==> src/rtl/matmul_seq_unit.sv <==
// matmul_seq_unit: handshaked N x N unsigned matrix multiplier.
// Produces one result element per cycle in row-major order.
// The result array persists across jobs so that accumulate mode can add onto it.
// Each element can either clamp or wrap, and a sticky flag records
// whether any element of the current job overflowed.
module matmul_seq_unit #(
    parameter int N  = 4,
    parameter int W  = 4,
    parameter int OW = 8
) (
    input  logic                clk,
    input  logic                rst,
    input  logic                start,
    output logic                in_ready,
    input  logic [N*N*W-1:0]    matrixA,
    input  logic [N*N*W-1:0]    matrixB,
    input  logic                acc_en,
    input  logic                sat_en,
    output logic [N*N*OW-1:0]   result,
    output logic                out_valid,
    input  logic                out_ready,
    output logic                busy,
    output logic                ovf
);

    localparam int NN = N * N;
    localparam int EW = (NN > 1) ? $clog2(NN) : 1;
    // Full dot-product width: N products of two W-bit values.
    localparam int DW = 2 * W + $clog2(N);
    // One extra bit so that dot + previous result never loses a carry.
    localparam int SW = ((DW > OW) ? DW : OW) + 1;
    localparam logic [SW-1:0] MAXV = SW'({OW{1'b1}});

    typedef enum logic [1:0] {
        IDLE    = 2'd0,
        COMPUTE = 2'd1,
        DONE    = 2'd2
    } state_t;

    state_t               state;
    logic [EW-1:0]        e;
    logic [NN*W-1:0]      a_q;
    logic [NN*W-1:0]      b_q;
    logic                 acc_q;
    logic                 sat_q;
    logic [NN*OW-1:0]     result_q;
    logic                 ovf_q;

    int                   row;
    int                   col;
    logic [W-1:0]         a_el;
    logic [W-1:0]         b_el;
    logic [2*W-1:0]       prod;
    logic [DW-1:0]        dot;
    logic [OW-1:0]        old;
    logic [SW-1:0]        sum;
    logic                 over;
    logic [OW-1:0]        wval;

    // Dot product of row i of A with column j of B for the current element.
    // The sum is then formed at full width, and the clamp or wrap value is chosen.
    always_comb begin
        row  = int'(e) / N;
        col  = int'(e) % N;
        a_el = '0;
        b_el = '0;
        prod = '0;
        dot  = '0;
        for (int k = 0; k < N; k++) begin
            a_el = a_q[(row * N + k) * W +: W];
            b_el = b_q[(k * N + col) * W +: W];
            prod = a_el * b_el;
            dot  = dot + DW'(prod);
        end
        old  = acc_q ? result_q[int'(e) * OW +: OW] : '0;
        sum  = SW'(dot) + SW'(old);
        over = (sum > MAXV);
        wval = (sat_q && over) ? {OW{1'b1}} : sum[OW-1:0];
    end

    // Job control: capture on accept, write one element per cycle, hold until drained.
    always_ff @(posedge clk or negedge rst) begin
        if (!rst) begin
            state    <= IDLE;
            e        <= '0;
            a_q      <= '0;
            b_q      <= '0;
            acc_q    <= 1'b0;
            sat_q    <= 1'b0;
            result_q <= '0;
            ovf_q    <= 1'b0;
        end else begin
            case (state)
                IDLE: begin
                    if (start) begin
                        a_q   <= matrixA;
                        b_q   <= matrixB;
                        acc_q <= acc_en;
                        sat_q <= sat_en;
                        ovf_q <= 1'b0;
                        e     <= '0;
                        state <= COMPUTE;
                    end
                end
                COMPUTE: begin
                    result_q[int'(e) * OW +: OW] <= wval;
                    if (over) begin
                        ovf_q <= 1'b1;
                    end
                    if (e == EW'(NN - 1)) begin
                        state <= DONE;
                    end else begin
                        e <= e + 1'b1;
                    end
                end
                DONE: begin
                    if (out_ready) begin
                        state <= IDLE;
                    end
                end
                default: state <= IDLE;
            endcase
        end
    end

    assign in_ready  = (state == IDLE);
    assign busy      = (state == COMPUTE);
    assign out_valid = (state == DONE);
    assign result    = result_q;
    assign ovf       = ovf_q;

endmodule

==> config.mk <==
export PLATFORM = sky130hd
export DESIGN_NAME = matmul_seq_unit
export DESIGN_NICKNAME = d
export VERILOG_FILES = /design/src/rtl/matmul_seq_unit.sv
export SDC_FILE = /design/constraint.sdc
export NUM_CORES = 1
export LEC_CHECK = 0
export BUFFER_PORTS_ARGS = -buffer_cell sky130_fd_sc_hd__buf_2
export CAP_MARGIN = 20
export CORE_AREA = 3 3 224 226
export DETAILED_ROUTE_END_ITERATION = 6
export DIE_AREA = 0 0 227 229
export PLACE_DENSITY_LB_ADDON = 0.05
export RECOVER_POWER = 100
export SLEW_MARGIN = 25
export SYNTH_ARGS = -nofsm -noshare
export SYNTH_HDL_FRONTEND = slang
export SYNTH_SLANG_ARGS = --single-unit
==> constraint.sdc <==
create_clock -name clk -period 15.4 [get_ports clk]
set_clock_uncertainty 0.2 [all_clocks]
set_input_delay 0.77 -clock clk [delete_from_list [all_inputs] [get_ports clk]]
set_output_delay 0.77 -clock clk [all_outputs]
set_load 0.05 [all_outputs]
======== Word level (Yosys, flattened, before mapping) ========
Index checks and enable logic that the tools add are counted.
word-level totals
  memory bits (writable) .................. 0
  latch bits .............................. 0
  register bits after elaboration ......... 265
  word-level logic and storage cells ...... 64
  input port bits ......................... 134
  ROM bits ................................ 0
  memories ................................ 0
operators by class
  shifts and indexed selects .............. 11
  $lt $le $gt $ge ......................... 1
  add/subtract/negate cells ............... 12
  div/mod/pow operators ................... 0
  bitwise logic cells ..................... 0
  multiply operators ...................... 4
  muxes and demuxes ....................... 13
  eq/ne operators ......................... 8
  reduce and logical (&&, ||, !) cells .... 7
operators with widths
  kind                                                             count
  variable part select 64 x 8 -> 4 bit                             5
  bitwise mux 128 bit                                              1
  variable shift 8 x 33 -> 128 bit (first input constant)          1
  variable part select 128 x 8 -> 8 bit                            1
  variable part select 64 x 7 -> 4 bit                             2
  variable part select 8 x 33 -> 128 bit                           1
  variable part select 64 x 5 -> 4 bit                             1
  negation 7 -> 33 bit                                             1
  multiplier 4 x 4 -> 8 bit                                        4
  two-way mux 8 bit                                                2
  adder 10 x 8 -> 11 bit                                           1
  greater-than comparator 11 x 8 -> 1 bit (second input constant)  1
  adder 10 x 8 -> 10 bit                                           1
  adder 4 x 2 -> 5 bit (first input constant)                      2
  adder 4 x 2 -> 5 bit (second input constant)                     2
  adder 9 x 8 -> 10 bit                                            1
  adder 8 x 8 -> 9 bit                                             1
  AND reduction 3 bit                                              3
  two-way mux 4 bit                                                2
  one-hot mux 4 bit (2 select lines)                               1
  two-way mux 2 bit                                                3
  != test 2 x 1 -> 1 bit (second input constant)                   3
  one-hot mux 2 bit (3 select lines)                               1
  adder 4 x 1 -> 5 bit (second input constant)                     1
  12 further kinds                                                 14

======== Depth between registers and ports, before layout ========
  depth after elaboration ................. 12
  gate-level depth with buffers ........... 25
  mapped depth without buffers ............ 20

======== Worst setup path before layout ========
No wires, ideal clock.
  kind .................................... reg-to-reg
  start ................................... register e[1]
  end ..................................... register result_q[104], in the netlist result[104]
  stages on the path, launching flop included .. 21
  path buffers ............................ 4
  setup time .............................. 0.083 ns
  setup slack ............................. 8.499 ns
  period minus slack after synthesis ...... 6.901 ns
  data required time ...................... 15.117 ns
  arrival time ............................ 6.618 ns
  path through ............................ dfrtp_1 -> buf_2 -> buf_2 -> buf_1 -> mux4_2 -> and2_1 -> fa_1 -> inv_1 -> fa_1 -> inv_1 -> fa_1 -> fa_1 -> fa_1 -> fa_1 -> fa_1 -> a211oi_1 -> nor2_1 -> mux2i_4 -> a21oi_4 -> buf_6 -> o21ai_1
between the ends
  longest elaborated chain between the ends .. 12
  elaborated cells on any way between the ends .. 24
ends and longest elaborated chain
  item                                     RTL line  source
  start, declared                          41        logic [EW-1:0] e;
  start signal, assigned                   113       e <= e + 1'b1;
  adder 3 x 2 -> 4 bit                     71        b_el = b_q[(k * N + col) * W +: W];
  variable part select 64 x 7 -> 4 bit     71
  multiplier 4 x 4 -> 8 bit                72        prod = a_el * b_el;
  adder 8 x 8 -> 9 bit                     73        dot = dot + DW'(prod);
  adder 9 x 8 -> 10 bit                    73
  adder 10 x 8 -> 10 bit                   73
  adder 10 x 8 -> 11 bit                   76        sum = SW'(dot) + SW'(old);
  greater-than comparator 11 x 8 -> 1 bit  77        over = (sum > MAXV);
  logical AND 1 bit                        78        wval = (sat_q && over) ? {OW{1'b1}} : sum[OW-1:0];
  two-way mux 8 bit                        78
  variable part select 8 x 33 -> 128 bit   106       result_q[int'(e) * OW +: OW] <= wval;
  bitwise mux 128 bit (*)                  106
  end signal, assigned by index            106
  end, declared                            46        logic [NN*OW-1:0] result_q;
Mark *: on every way between the ends. The rest lies on a longest branch, timed or not.
A chain may end at the register's enable or synchronous reset.

======== Worst setup path in the final report ========
  start ................................... register e[1]
  end ..................................... register result_q[46], in the netlist result[46]
The elaborated chain is that of the path after synthesis.

==> impl_metrics.json <==
{
  "status": "complete, but fails checks",
  "violations": "max-capacitance violations, max-slew violations",
  "post_cts_resized": 0,
  "synth_compound_area_share_pct": 7.486,
  "cts.clk_slew.worst_paths_ns": 0.06,
  "synth_top_family_by_area": "simple AND/OR/NAND/NOR gates",
  "yosysUniqueCellTypes": 57,
  "antenna_found_initial": 2,
  "setup_viol_count_final": 0,
  "cp_max_fo": 36,
  "die_x_um": 227,
  "cts_buffers": 35,
  "synth_mux_area_share_pct": 10.63,
  "required_ns": 15.52,
  "areaGrowthSynthToFinish_pct": 18.24,
  "cts_tree": "built",
  "syn-cell-area_um2": 14420,
  "fin_crit_sh_pct": 65.27,
  "ctsLongestPathBuffers": 3,
  "clk_latency_ns": 0.53,
  "ios": 266,
  "rows": 81,
  "nNetsFinal": 1923,
  "syn_area_per_cell_um2": 9.989,
  "cp_common_cell": "fa_1",
  "synthAdderAreaFrac_pct": 11.59,
  "maxSlewViolCount": 530,
  "drtIter0Drc": 795,
  "cts_setup_buffers": 0,
  "coreArea_um2": 48550,
  "synth_xor_area_share_pct": 0.2429,
  "grt_pass1_wl_mm": 74.28,
  "ant_nets": 0,
  "synth-seq-cells": 265,
  "layout-drive-gt1-share_pct": 15.67,
  "ys.flop_type": "dfrtp_1",
  "yosys.area_share.simple_pct": 19.10,
  "cp_cell_sequence": "clkbuf_1 > mux4_2 > nand2_1 > fa_1 > fa_1 > inv_1 > fa_1 > fa_1 > fa_1 > fa_1 > fa_1 > a211oi_1 > nor2_1 > mux2i_1 > a2bb2oi_1 > o21ai_0",
  "grt_usage_pct": 18.96,
  "cap_viol_max_count": 10,
  "vias": 11090,
  "drc": 0,
  "wl_per_cell_um": 20.82,
  "hold_path.class": "in -> reg",
  "die_area_um2": 51980,
  "synthesis.nets": 1678,
  "yosysWarnings": 0,
  "firstDrtPassIters": 5,
  "cp_slowest_cell": "clkbuf_1",
  "endpoint_kind": "flop",
  "root_buffer": "clkbuf_16",
  "clock-sinks": 265,
  "worstPathBufferInverterCount": 2,
  "fin_crit_ns": 10.05,
  "fmax_mhz": 99.49,
  "start_util_pct": 29.71,
  "hpwlAfterDp_mm": 35.95,
  "syn-instance-count": 1444,
  "seq_area_frac_synth_pct": 45.98,
  "h-tree-depth": 2,
  "worstPathArrival_ns": 10.17,
  "cp_slowest_stage_delay_ns": 2.06,
  "final_cell_mix": "535 x nand2_1, 263 x dfrtp_1, 146 x clkbuf_1",
  "grt_overflow": 0,
  "finalHoldViolCount": 0,
  "gp_congestion": 0.7744,
  "grt_pass1_vias": 11580,
  "fp.dieH_um": 229,
  "wl_mm": 48.56,
  "final_common_cell": "nand2_1",
  "slew_headroom_pct": -165.8,
  "async_reset_ff_share_pct": 100.0,
  "grt_setup_unrepaired": "false",
  "cp_top_family": "adder cells",
  "ctsHoldBuffers": 0,
  "portBuffers": 265,
  "vias_per_cell": 4.751,
  "synth_edf_count": 0,
  "tightest_slew_ns": 3.987,
  "startpoint_type": "flop",
  "final.setup.tns_ns": 0,
  "critPathKind": "reg -> reg",
  "grt_max_degree": 93
}
worst min-delay path, stage by stage:
cell and delay [ns]:
buf_2 0.07, nand2_1 0.04, nand2_1 0.04
per-layer routing:
layer / vias to the layer above / part of all wire, % / wire [µm] / global-route usage [%]
li1: 5208 / - / - / -
met1: 5542 / 48 / 23250 / 28.31
met2: 277 / 45 / 21940 / 28.72
met3: 56 / 5.0 / 2449 / 3.409
met4: 2 / 1.9 / 911 / 4.295
met5: - / 0.027 / 13 / 0
flip-flops by register name, summed over array words and instances (netlist names):
signal / count
result: 128
e: 4
state: 2
ovf: 1
a_q: 64
sat_q: 1
acc_q: 1
b_q: 64
cells in the mapped netlist (16+ instances only):
library cell	n	area, µm²
mux4_2	60	1351
inv_1	93	349.1
clkbuf_1	35	131.4
mux2i_1	16	160.2
nand2_1	535	2008
o21ai_0	51	255.2
ha_1	44	550.5
nor2_1	38	142.6
and2_1	49	306.5
a21oi_1	31	155.2
dfrtp_1	265	6631
fa_1	56	1121
o21ai_1	50	250.2
stage by stage:
stage	cell area [µm²]	util [%]	std cells	worst slack (ns)	hold WS, ns
after floorplan	14420	-	1444	8.499	0.2403
after detailed placement	16270	33.51	2273	7.699	0.2591
after global placement	16270	33.51	2273	7.823	0.2539
after global routing	17050	35.13	2332	4.870	0.1987
after CTS	17370	35.78	2331	7.693	0.01096
final	17060	35.13	2333	5.349	0.2263
final timing paths:
check,cells past startpoint,endpoint,slack (ns),startpoint
min in group asynchronous,1,a_q[19],1.41,rst
setup / recovery,16,result[46],5.35,e[1]
hold / removal,3,a_q[36],0.23,matrixA[36]
setup reg to reg,16,result[46],5.35,e[1]
max in group asynchronous,4,e[2],8.01,rst
hold reg to reg,2,a_q[32],0.27,a_q[32]
cell type report:
cell class	count	area, µm²
multi-input cells	1017	6963
inverters	93	349.1
diodes	1	2.502
well taps	622	778.2
clock inverters	6	58.81
repair buffers	277	1227
fillers	5044	31490
clock buffers	52	1040
flip-flops and latches	265	6636
cells by family (layout without fill, tap and decap cells):
group	after synthesis	after routing
AND/OR/NAND/NOR	665	665
flip-flops	265	265
AO/OA/AOI/OAI	171	171
buffers and inverters	162	428
adder cells (fa/ha/maj)	100	100
multiplexers	77	77
XOR/XNOR	4	4
other	0	1
Power is not shown: default switching activity piles up to over one toggle a cycle in this logic, so the estimate is an artifact.
